<file path="src/rtl/mm_pkg.sv">
// Shared types and defaults for the matrix operand sequencer.
package mm_pkg;

  localparam int N_DEF = 4;
  localparam int W_DEF = 8;
  localparam int IDX_W = $clog2(N_DEF);

  localparam logic MAT_A = 1'b0;
  localparam logic MAT_B = 1'b1;

  typedef enum logic [1:0] {
    IDLE   = 2'd0,
    STREAM = 2'd1,
    DONE   = 2'd2
  } state_e;

endpackage

</file>
<file path="src/rtl/matrix_regfile.sv">
// Storage for both operand matrices: one write port, two asynchronous read
// ports returning A[a_row][a_col] and B[b_row][b_col].
module matrix_regfile
  import mm_pkg::*;
#(
  parameter int N = N_DEF,
  parameter int W = W_DEF
) (
  input  logic                       clk,
  input  logic                       rst,
  input  logic                       we,
  input  logic                       wsel,
  input  logic [2*$clog2(N)-1:0]     waddr,
  input  logic [W-1:0]               wdata,
  input  logic [$clog2(N)-1:0]       a_row,
  input  logic [$clog2(N)-1:0]       a_col,
  output logic [W-1:0]               a_data,
  input  logic [$clog2(N)-1:0]       b_row,
  input  logic [$clog2(N)-1:0]       b_col,
  output logic [W-1:0]               b_data
);

  logic [W-1:0] mat_q [2][N*N];

  // Matrix array: cleared on reset, one element written per enabled cycle.
  always_ff @(posedge clk or posedge rst) begin
    if (rst) begin
      for (int m = 0; m < 2; m++) begin
        for (int i = 0; i < N*N; i++) begin
          mat_q[m][i] <= '0;
        end
      end
    end else if (we) begin
      mat_q[wsel][waddr] <= wdata;
    end
  end

  assign a_data = mat_q[MAT_A][{a_row, a_col}];
  assign b_data = mat_q[MAT_B][{b_row, b_col}];

endmodule

</file>
<file path="src/rtl/matrix_operand_sequencer.sv">
// Streams (A[r][k], B[k][c]) pairs in r/c/k order to the GF(2^8) multiplier,
// with valid/ready flow control and per-dot-product first/last markers.
//
// state  | meaning
// IDLE   | loads accepted, waiting for start
// STREAM | presenting pairs, advancing on each transfer
// DONE   | one-cycle done pulse after the final transfer
module matrix_operand_sequencer
  import mm_pkg::*;
#(
  parameter int N = N_DEF,
  parameter int W = W_DEF
) (
  input  logic                    clk,
  input  logic                    rst,
  input  logic                    ld_en,
  input  logic                    ld_sel,
  input  logic [2*$clog2(N)-1:0]  ld_addr,
  input  logic [W-1:0]            ld_data,
  input  logic                    start,
  output logic                    busy,
  output logic                    done,
  output logic [W-1:0]            mc,
  output logic [W-1:0]            mi,
  output logic                    op_valid,
  input  logic                    op_ready,
  output logic                    op_first,
  output logic                    op_last,
  output logic [$clog2(N)-1:0]    op_row,
  output logic [$clog2(N)-1:0]    op_col
);

  localparam int IW = $clog2(N);

  state_e          state_q, state_d;
  logic [IW-1:0]   r_q, c_q, k_q, r_d, c_d, k_d;
  logic [W-1:0]    mc_q, mc_d, mi_q, mi_d;
  logic            first_q, first_d, last_q, last_d;

  logic            we, xfer, last_pair;
  logic [3*IW-1:0] idx_inc;
  logic [IW-1:0]   rd_r, rd_c, rd_k;
  logic [W-1:0]    rd_a, rd_b, a_fwd, b_fwd;

  assign we        = ld_en && (state_q == IDLE);
  assign xfer      = (state_q == STREAM) && op_ready;
  assign last_pair = &{r_q, c_q, k_q};
  // One flat counter: k wrap carries into c, c wrap carries into r.
  assign idx_inc   = {r_q, c_q, k_q} + {{(3*IW-1){1'b0}}, 1'b1};

  // Address of the pair to load next: the first pair on start, else the successor.
  assign {rd_r, rd_c, rd_k} = (state_q == STREAM) ? idx_inc : '0;

  matrix_regfile #(.N(N), .W(W)) u_regfile (
    .clk    (clk),
    .rst    (rst),
    .we     (we),
    .wsel   (ld_sel),
    .waddr  (ld_addr),
    .wdata  (ld_data),
    .a_row  (rd_r),
    .a_col  (rd_k),
    .a_data (rd_a),
    .b_row  (rd_k),
    .b_col  (rd_c),
    .b_data (rd_b)
  );

  // A write coinciding with start must already show in the first pair.
  assign a_fwd = (we && ld_sel == MAT_A && ld_addr == {rd_r, rd_k}) ? ld_data : rd_a;
  assign b_fwd = (we && ld_sel == MAT_B && ld_addr == {rd_k, rd_c}) ? ld_data : rd_b;

  // State, counters and registered outputs.
  always_ff @(posedge clk or posedge rst) begin
    if (rst) begin
      state_q <= IDLE;
      r_q     <= '0;
      c_q     <= '0;
      k_q     <= '0;
      mc_q    <= '0;
      mi_q    <= '0;
      first_q <= 1'b0;
      last_q  <= 1'b0;
    end else begin
      state_q <= state_d;
      r_q     <= r_d;
      c_q     <= c_d;
      k_q     <= k_d;
      mc_q    <= mc_d;
      mi_q    <= mi_d;
      first_q <= first_d;
      last_q  <= last_d;
    end
  end

  // Next state, counter advance and next output values.
  always_comb begin
    state_d = state_q;
    r_d     = r_q;
    c_d     = c_q;
    k_d     = k_q;
    mc_d    = mc_q;
    mi_d    = mi_q;
    first_d = first_q;
    last_d  = last_q;
    unique case (state_q)
      IDLE: begin
        if (start) begin
          state_d = STREAM;
          r_d     = '0;
          c_d     = '0;
          k_d     = '0;
          mc_d    = a_fwd;
          mi_d    = b_fwd;
          first_d = 1'b1;
          last_d  = 1'b0;
        end
      end
      STREAM: begin
        if (xfer) begin
          if (last_pair) begin
            state_d = DONE;
            r_d     = '0;
            c_d     = '0;
            k_d     = '0;
            first_d = 1'b0;
            last_d  = 1'b0;
          end else begin
            r_d     = rd_r;
            c_d     = rd_c;
            k_d     = rd_k;
            mc_d    = a_fwd;
            mi_d    = b_fwd;
            first_d = (rd_k == '0);
            last_d  = &rd_k;
          end
        end
      end
      DONE: state_d = IDLE;
      default: state_d = IDLE;
    endcase
  end

  assign busy     = (state_q == STREAM);
  assign op_valid = (state_q == STREAM);
  assign done     = (state_q == DONE);
  assign mc       = mc_q;
  assign mi       = mi_q;
  assign op_first = first_q;
  assign op_last  = last_q;
  assign op_row   = r_q;
  assign op_col   = c_q;

endmodule

</file>
<file path="config.mk">
export PLATFORM = sky130hd
export DESIGN_NAME = matrix_operand_sequencer
export DESIGN_NICKNAME = d
export VERILOG_FILES = /design/src/rtl/mm_pkg.sv /design/src/rtl/matrix_regfile.sv /design/src/rtl/matrix_operand_sequencer.sv
export SDC_FILE = /design/constraint.sdc
export NUM_CORES = 1
export LEC_CHECK = 0
export ABC_AREA = 1
export CAP_MARGIN = 5
export CELL_PAD_IN_SITES_DETAIL_PLACEMENT = 2
export CELL_PAD_IN_SITES_GLOBAL_PLACEMENT = 2
export CORE_MARGIN = 2
export CORE_UTILIZATION = 39
export CTS_CLUSTER_DIAMETER = 80
export DETAILED_ROUTE_END_ITERATION = 10
export HOLD_SLACK_MARGIN = 0.1
export PLACE_DENSITY_LB_ADDON = 0.1
export SYNTH_ARGS = -nofsm -noshare
export SYNTH_HDL_FRONTEND = slang
export SYNTH_HIERARCHICAL = 1
export SYNTH_SLANG_ARGS = --single-unit
</file>
<file path="constraint.sdc">
create_clock -name clk -period 17.7 [get_ports clk]
set_clock_uncertainty 0.1 [all_clocks]
set_input_delay 2.655 -clock clk [delete_from_list [all_inputs] [get_ports clk]]
set_output_delay 2.655 -clock clk [all_outputs]
set_load 0.01 [all_outputs]
</file>
## After elaboration in Yosys (flattened, before gate mapping)

Cells that the tools add are included.

- Bitwise logic cells: 5
- Add/subtract/negate cells: 1
- Reduce and logical (&&, ||, !) cells: 16
- Multiplexer cells: 44
- Eq/ne operators: 8
- Magnitude comparators: 6

Operators with widths:

| operator | count |
|---|---|
| $bwmux W256 | 1 |
| $demux W128 S1 | 1 |
| $mux W128 | 1 |
| $mux W8 | 13 |
| $bmux W8 S4 | 2 |
| $demux W8 S4 | 1 |
| $pmux W8 S2 | 2 |
| $mux W2 | 10 |
| $pmux W2 S2 | 4 |
| $ge A5 B5 Y1 const B | 3 |
| $not A4 Y5 | 3 |
| $eq A4 B4 Y1 | 2 |
| $logic_and A1 B1 Y1 | 8 |
| $add A6 B1 Y6 const B | 1 |
| $mux W1 | 6 |
| $mux W6 | 1 |
| $reduce_and A3 Y1 | 2 |
| $reduce_and A6 Y1 | 1 |
| $lt A5 B1 Y1 const B | 1 |
| $logic_not A2 Y1 | 2 |
| $ne A2 B1 Y1 const B | 2 |
| $ne A2 B2 Y1 const B | 2 |
| $pmux W1 S2 | 2 |
| $reduce_and A4 Y1 | 1 |
| other kinds (8) | 8 |

- Register bits after elaboration: 282
- Input bits: 18
- Output and inout port bits: 25

## Depth between registers and ports, before layout

Gate-level depths: netlist of run 1.

- Word-level depth: 10
- Mapped depth: 17

## Modules after synthesis

Netlist of run 1, hierarchy kept.

By module, submodules not included:

| module | area each (um^2) | seq. area each (um^2) | cells each | times used |
|---|---|---|---|---|
| matrix_regfile | 12455.7 | 6406.1 | 1674 | 1 |
| matrix_operand_sequencer | 1665.3 | 650.6 | 238 | 1 |

## Worst setup path after synthesis of run 1

OpenSTA, ideal clock, no wires.

- Path type: input to register
- From: input port ld_en
- To: register u_regfile/mat_q[128] in the netlist's numbering
- Path slack: 13895 ps
- Library setup time: 133 ps
- Stages on the path: 9
- Arrival time: 3572 ps
- Data required time: 17467 ps
- Path buffers: 2
- Path through: nand2_1 inv_1 inv_1 nor2_4 buf_4 nand2_1 clkbuf_1 nand2_1 o21ai_0

- Word-level cells in the longest chain between the ends: 1

RTL lines:

| what | line | source |
|---|---|---|
| from (decl) | matrix_operand_sequencer.sv:16 | `input logic ld_en,` |
| $logic_and A1 B1 Y1 | matrix_operand_sequencer.sv:45 | `assign we = ld_en && (state_q == IDLE);` |
| net we | matrix_operand_sequencer.sv:40 | `logic we, xfer, last_pair;` |
| to (signal, indexed assignment) | matrix_regfile.sv:34 | `mat_q[wsel][waddr] <= wdata;` |
| to (decl) | matrix_regfile.sv:23 | `logic [W-1:0] mat_q [2][N*N];` |

The timed path passes the listed nets, and every way through them passes these cells.
A chain may end at the register's enable or synchronous reset.

==> results of run 1 <==
## placed cells by master (no fill, tap or decap), drive strengths merged
master	synthesis	final
nand3	239	239
or2	2	2
nand4	1	1
dfrtp	282	282
clkbuf	65	55
a31oi	1	1
inv	267	267
ha	1	1
nand2	709	709
clkdlybuf4s50	0	42
buf	44	19
a21oi	1	1
nand3b	1	1
clkinv	0	5
nor2	31	31
bufinv	0	1
o211ai	1	1
nor3	1	1
a32o	1	1
o21ai	265	265
## layout make-up
type / count / area (sq um)
inverters: 267 / 1010
multi-input cells: 1254 / 5500
clock buffers: 55 / 1090
fillers: 4108 / 19800
repair buffers: 61 / 563
clock inverters: 6 / 55.1
flip-flops and latches: 282 / 7060
well taps: 461 / 577
## logic make-up (layout without fill, tap and decap cells)
logic type | count (synthesis) | count (layout) | share of synthesized area, %
AOI/OAI and AO/OA | 269 | 269 | 9.68
and+or+nand+nor | 984 | 984 | 29.2
DFF | 282 | 282 | 50.0
adders and majority gates | 1 | 1 | 0.0886
buffers and inverters | 376 | 389 | 11.1
## power groups by stage
| stage | Clock [mW] | Combinational, mW | Sequential (mW) |
|---|---|---|---|
| floorplan | 0 | 0.489 | 0.826 |
| global placement | 0 | 0.730 | 0.829 |
| detailed placement | 0 | 0.767 | 0.838 |
| CTS | 0.734 | 0.781 | 0.830 |
| global route | 0.753 | 0.869 | 0.845 |
| finish | 0.716 | 0.772 | 0.830 |
## flip-flops by register name, summed over array words and instances, names as in the netlist
| signal | flops |
|---|---|
| mi | 8 |
| state_q | 2 |
| u_regfile/mat_q | 256 |
| op_first | 1 |
| k_q | 2 |
| mc | 8 |
| op_row | 2 |
| op_last | 1 |
| op_col | 2 |
## critical path, stage by stage
cell and delay [ns]:
clkdlybuf4s50_1 0.52, inv_8 0.58, buf_4 0.91, buf_4 0.73
## metal layers
metal	share of wire, %	global-route usage, %	up-vias
met5	0	0	-
met4	2.5	8.09	0
met3	3.0	3.10	76
met2	48	45.4	184
met1	46	36.4	6458
li1	-	-	5914
## through the flow
stage	area, sq um	worst slack (ns)	power (mW)	utilization [%]
6_report	15900	12.60	2.32	44.5
5_1_grt	15900	12.16	2.47	44.5
4_1_cts	15900	12.33	2.35	44.5
3_5_place_dp	14700	11.79	1.60	41.2
3_3_place_gp	14700	11.83	1.56	41.2
2_1_floorplan	14100	7.90	1.31	-
## how the worst max path moves through the flow
stage,start,endpoint,cells past startpoint
floorplan,rst,u_regfile/mat_q[0]$_DFFE_PP0P_,1
global placement,rst,u_regfile/mat_q[194]$_DFFE_PP0P_,4
detailed placement,rst,u_regfile/mat_q[194]$_DFFE_PP0P_,4
CTS,rst,u_regfile/mat_q[194]$_DFFE_PP0P_,4
global route,rst,u_regfile/mat_q[27]$_DFFE_PP0P_,4
finish,rst,u_regfile/mat_q[21]$_DFFE_PP0P_,4
==> impl_metrics.csv, run 1 <==
group,metric,value,unit
placement,io_buffers,42,
drt,wirelength,49600,microns
synthesis,ys_types,30,
drt,wl_per_cell,20.8,microns
sta,relSlewSlack,27.0,%
die,die_h,194,microns
outcome,violations,"design-rule violations",
sta,rsz0062_at_grt,"false",
drt,drt_iter0_markers,568,
worst_setup_path,r2r-end,"mc[3]$_DFFE_PP0P_",
synthesis,ys_seq_elements,282,
worst_setup_path,arrival,5.57,ns
cells_and_area,diodes,0,
synthesis,synthTopCellsByArea,"dfrtp_1, nand2_1, o21ai_0",
worst_hold_path,min_to,"u_regfile/mat_q[149]$_DFFE_PP0P_",
worst_hold_path,min_delay_path_depth,2,
synthesis,synth_warnings,6,
die,core,0.0357,sq mm
synthesis,synth_top_area_share,50.0,%
power,power.internal,1.43,mW
worst_setup_path,worstPathRequired,18.16,ns
power,p_clk_share,30.9,%
die,die_w,194,microns
clock_network,post_cts_buffers,0,
clock_network,htreeDepth,2,
cells_and_area,syn_to_final_growth,12.3,%
die,dieArea,0.0377,sq mm
worst_setup_path,crit_path_end_kind,"async pin",
worst_setup_path,reg2reg_depth,17,
worst_setup_path,rr_startpoint,"k_q[0]$_DFFE_PP0P_",
synthesis,syn_area,0.0141,sq mm
worst_hold_path,holdCritPathClass,"reg2reg",
sta,timing.fmax,0.196,GHz
synthesis,syn-mean-instance-area,7.39,sq um
synthesis,synthFlopType,"dfrtp_1",
drt,drt_first_pass_iters,8,
power,ir_drop,0.0985,mV
clock_network,clk-insertion-delay-late,0.52,ns
power,swShare,38.1,%
sta,setup_violations,0,
synthesis,netlist_instances,1912,
drt,vias,12600,
power,pwr-share-seq,35.8,%
sta,min_period_over_period,28.8,%
grt,grt_start_max_net_pins,125,
synthesis,synth_area_leader_cell,"dfrtp_1",
placement,gp_congestion,0.786,
worst_setup_path,cp-start-kind,"input pin",
sta,hold_viol_final,0,
synthesis,synth_most_common_cell,"nand2_1",
synthesis,synth_commonest_cells,"nand2_1, dfrtp_1, inv_1",
worst_setup_path,regToRegSetupSlack,13.95,ns
sta,finalSetupTns,0,ns
sta,tightest_slew,1.09,ns
grt,antenna_found_initial,0,
power,power.density,146,mW/mm^2
grt,grt_pass1_vias,14000,
clock_network,clockBufferDepth,3,
power,p_sw,884,uW
synthesis,ys_seq_area_share,50.0,%
sta,hold_slack,0.383,ns
die,num_io_pins,43,
sta,slew_viol_final,0,
power,comb_power_share,33.3,%
drt,ant_nets,0,
power,leakagePower,7.84,nW
grt,overflow,0,
clock_network,cts_sinks,282,
drt,avgViaCountPerCell,5.29,
worst_hold_path,holdCritStartpoint,"u_regfile/mat_q[149]$_DFFE_PP0P_",
cells_and_area,drive_above_1_share,5.35,%
synthesis,synth_edf_count,0,
clock_network,clk_pin_slew,0.06,ns
worst_setup_path,crit_type,"in2async",
die,core.rowCount,69,
clock_network,ctsResizeCount,0,
job,max_cap_violations,0,
synthesis,syn-num-nets,1931,
die,start_util,39.6,%
clock_network,cts_tree,"yes",
synthesis,ys_async_sr_fraction,100,%
clock_network,cts_hold_buf,0,
cells_and_area,fin_nets,1920,
drt,drc,5,
grt,track_usage,26.9,%
sta,min_period,5.10,ns
grt,grt_pass1_wl,79800,microns
clock_network,numCtsBuffers,35,
placement,dp_hpwl,30900,microns
outcome,status,"finished, violations left",
clock_network,root_buffer,"clkbuf_16",
worst_setup_path,worstPathMaxFanout,124,
cells_and_area,finalNonFillerCells,2386,
placement,placed_cells,2325,
No activity file was read; power rests on OpenSTA's default activity.
==> run 2: changes to the inputs <==
--- a/config.mk
+++ b/config.mk
@@ -10,7 +10,7 @@
 export CELL_PAD_IN_SITES_DETAIL_PLACEMENT = 2
 export CELL_PAD_IN_SITES_GLOBAL_PLACEMENT = 2
 export CORE_MARGIN = 2
-export CORE_UTILIZATION = 39
+export CORE_UTILIZATION = 36
 export CTS_CLUSTER_DIAMETER = 80
 export DETAILED_ROUTE_END_ITERATION = 10
 export HOLD_SLACK_MARGIN = 0.1
==> constraint.sdc (replaced) <==
create_clock -name clk -period 5.2 [get_ports clk]
set_clock_uncertainty 0.1 [all_clocks]
set_input_delay 0.78 -clock clk [delete_from_list [all_inputs] [get_ports clk]]
set_output_delay 0.78 -clock clk [all_outputs]
set_load 0.01 [all_outputs]
==> impl_metrics.csv, run 2 (same netlist as run 1, synthesis figures left out) <==
group,metric,value,unit
outcome,status,"finished clean",
clock_network,cts_tree,"yes",
cells_and_area,diodes,0,
clock_network,numCtsBuffers,37,
sta,hold_viol_final,0,
clock_network,post_cts_buffers,0,
power,power.density,494,mW/mm^2
sta,finalSetupTns,0,ns
placement,placed_cells,2382,
worst_hold_path,min_delay_path_depth,2,
drt,wl_per_cell,20.7,microns
drt,wirelength,50700,microns
clock_network,htreeDepth,2,
clock_network,ctsResizeCount,0,
grt,overflow,0,
grt,grt_start_max_net_pins,117,
worst_setup_path,crit_type,"reg2reg",
sta,tightest_slew,1.28,ns
worst_setup_path,cp-start-kind,"flop",
worst_setup_path,crit_path_end_kind,"flop",
grt,track_usage,25.7,%
sta,rsz0062_at_grt,"false",
worst_setup_path,arrival,3.70,ns
drt,avgViaCountPerCell,5.15,
drt,ant_nets,0,
cells_and_area,finalNonFillerCells,2444,
clock_network,clk-insertion-delay-late,0.54,ns
die,core,0.0386,sq mm
job,max_cap_violations,0,
die,die_h,202,microns
worst_setup_path,reg2reg_depth,14,
cells_and_area,fin_util,41.2,%
worst_setup_path,worstPathMaxFanout,17,
cells_and_area,multi_input_area,0.00550,sq mm
cells_and_area,syn_to_final_growth,12.9,%
cells_and_area,fillerInstances,4438,
drt,drc,0,
sta,slew_viol_final,0,
cells_and_area,fin_nets,1922,
cells_and_area,regArea,0.00706,sq mm
power,ir_drop,0.228,mV
cells_and_area,final_cell_mix,"nand2_1, dfrtp_1, o21ai_0",
sta,relSlewSlack,14.9,%
sta,min_period_over_period,63.9,%
worst_hold_path,holdCritPathClass,"reg2reg",
grt,antenna_found_initial,1,
die,dieArea,0.0408,sq mm
die,die_w,202,microns
worst_setup_path,worstPathRequired,5.57,ns
drt,drt_first_pass_iters,4,
clock_network,clk_pin_slew,0.06,ns
grt,grt_pass1_vias,14000,
cells_and_area,top_register,"u_regfile/mat_q",
clock_network,cts_hold_buf,0,
clock_network,root_buffer,"clkbuf_16",
placement,gp_congestion,0.777,
drt,vias,12600,
cells_and_area,largest_reg_flops,256,
placement,io_buffers,42,
grt,grt_pass1_wl,81800,microns
sta,min_period,3.32,ns
die,start_util,36.5,%
drt,drt_iter0_markers,628,
cells_and_area,drive_above_1_share,5.24,%
clock_network,cts_sinks,282,
power,leakagePower,7.82,nW
clock_network,clockBufferDepth,3,
die,core.rowCount,72,
sta,timing.fmax,0.301,GHz
placement,dp_hpwl,31800,microns
cells_and_area,layout_commonest_cell,"nand2_1",
sta,setup_violations,0,
die,num_io_pins,43,
-- run 2: cell count changes in the layout (fill, tap and decap cells not counted), sizes merged --
| cell | before | now |
|---|---|---|
| clkbuf | 55 | 56 |
| clkinv | 5 | 2 |
| clkinvlp | 0 | 3 |
-- run 2: worst paths after layout --
kind | startpoint | end | slack [ns]
min in group asynchronous | rst | u_regfile/mat_q[160]$_DFFE_PP0P_ | 0.60
worst min-delay path | u_regfile/mat_q[245]$_DFFE_PP0P_ | u_regfile/mat_q[245]$_DFFE_PP0P_ | 0.38
worst max register to register | k_q[0]$_DFFE_PP0P_ | mc[2]$_DFFE_PP0P_ | 1.88
max in group asynchronous | rst | u_regfile/mat_q[90]$_DFFE_PP0P_ | 3.31
worst max-delay path | k_q[0]$_DFFE_PP0P_ | mc[2]$_DFFE_PP0P_ | 1.88
worst min register to register | u_regfile/mat_q[245]$_DFFE_PP0P_ | u_regfile/mat_q[245]$_DFFE_PP0P_ | 0.38
-- run 2: worst max-delay path, cell delays in order, from the launching register on --
cell     delay, ns
dfrtp_1       0.41
ha_1          0.24
nand2_1       0.15
inv_2         0.05
nand2_1       0.13
nand3_2       0.20
inv_1         0.57
inv_1         0.55
nand3_1       0.23
nand3_1       0.15
nand2_1       0.17
inv_1         0.06
nand2_1       0.07
nand3_1       0.07
nand2_1       0.09
-- run 2: per-layer routing --
layer,vias up,track usage [%],wire [microns]
met5,-,0,0
met4,0,7.98,1230
met3,69,3.00,1280
met2,145,43.6,24600
met1,6470,34.5,23500
li1,5911,-,-
-- run 2: metrics by stage --
step	hold slack [ns]	instance area [sq um]	setup WS [ns]	total power, mW
2_1_floorplan	0.353	14100	0.948	4.48
3_3_place_gp	0.365	14800	2.00	5.34
3_5_place_dp	0.373	14800	1.92	5.46
4_1_cts	0.387	15900	1.87	7.98
5_1_grt	0.401	15900	1.66	8.42
6_report	0.380	15900	1.88	7.87
-- run 2: final cells by class --
type                    instances  area share [%]
inverters                     267            6.33
flip-flops and latches        282            44.3
multi-input cells            1254            34.5
clock buffers                  56            6.76
repair buffers                 61            3.69
well taps                     518            4.07
clock inverters                 6           0.400
-- run 2: where the power goes --
part | total, mW | switching [mW] | internal (mW)
sequential | 2.82 | 0.237 | 2.58
combinational | 2.59 | 1.78 | 0.809
clock | 2.46 | 0.989 | 1.47
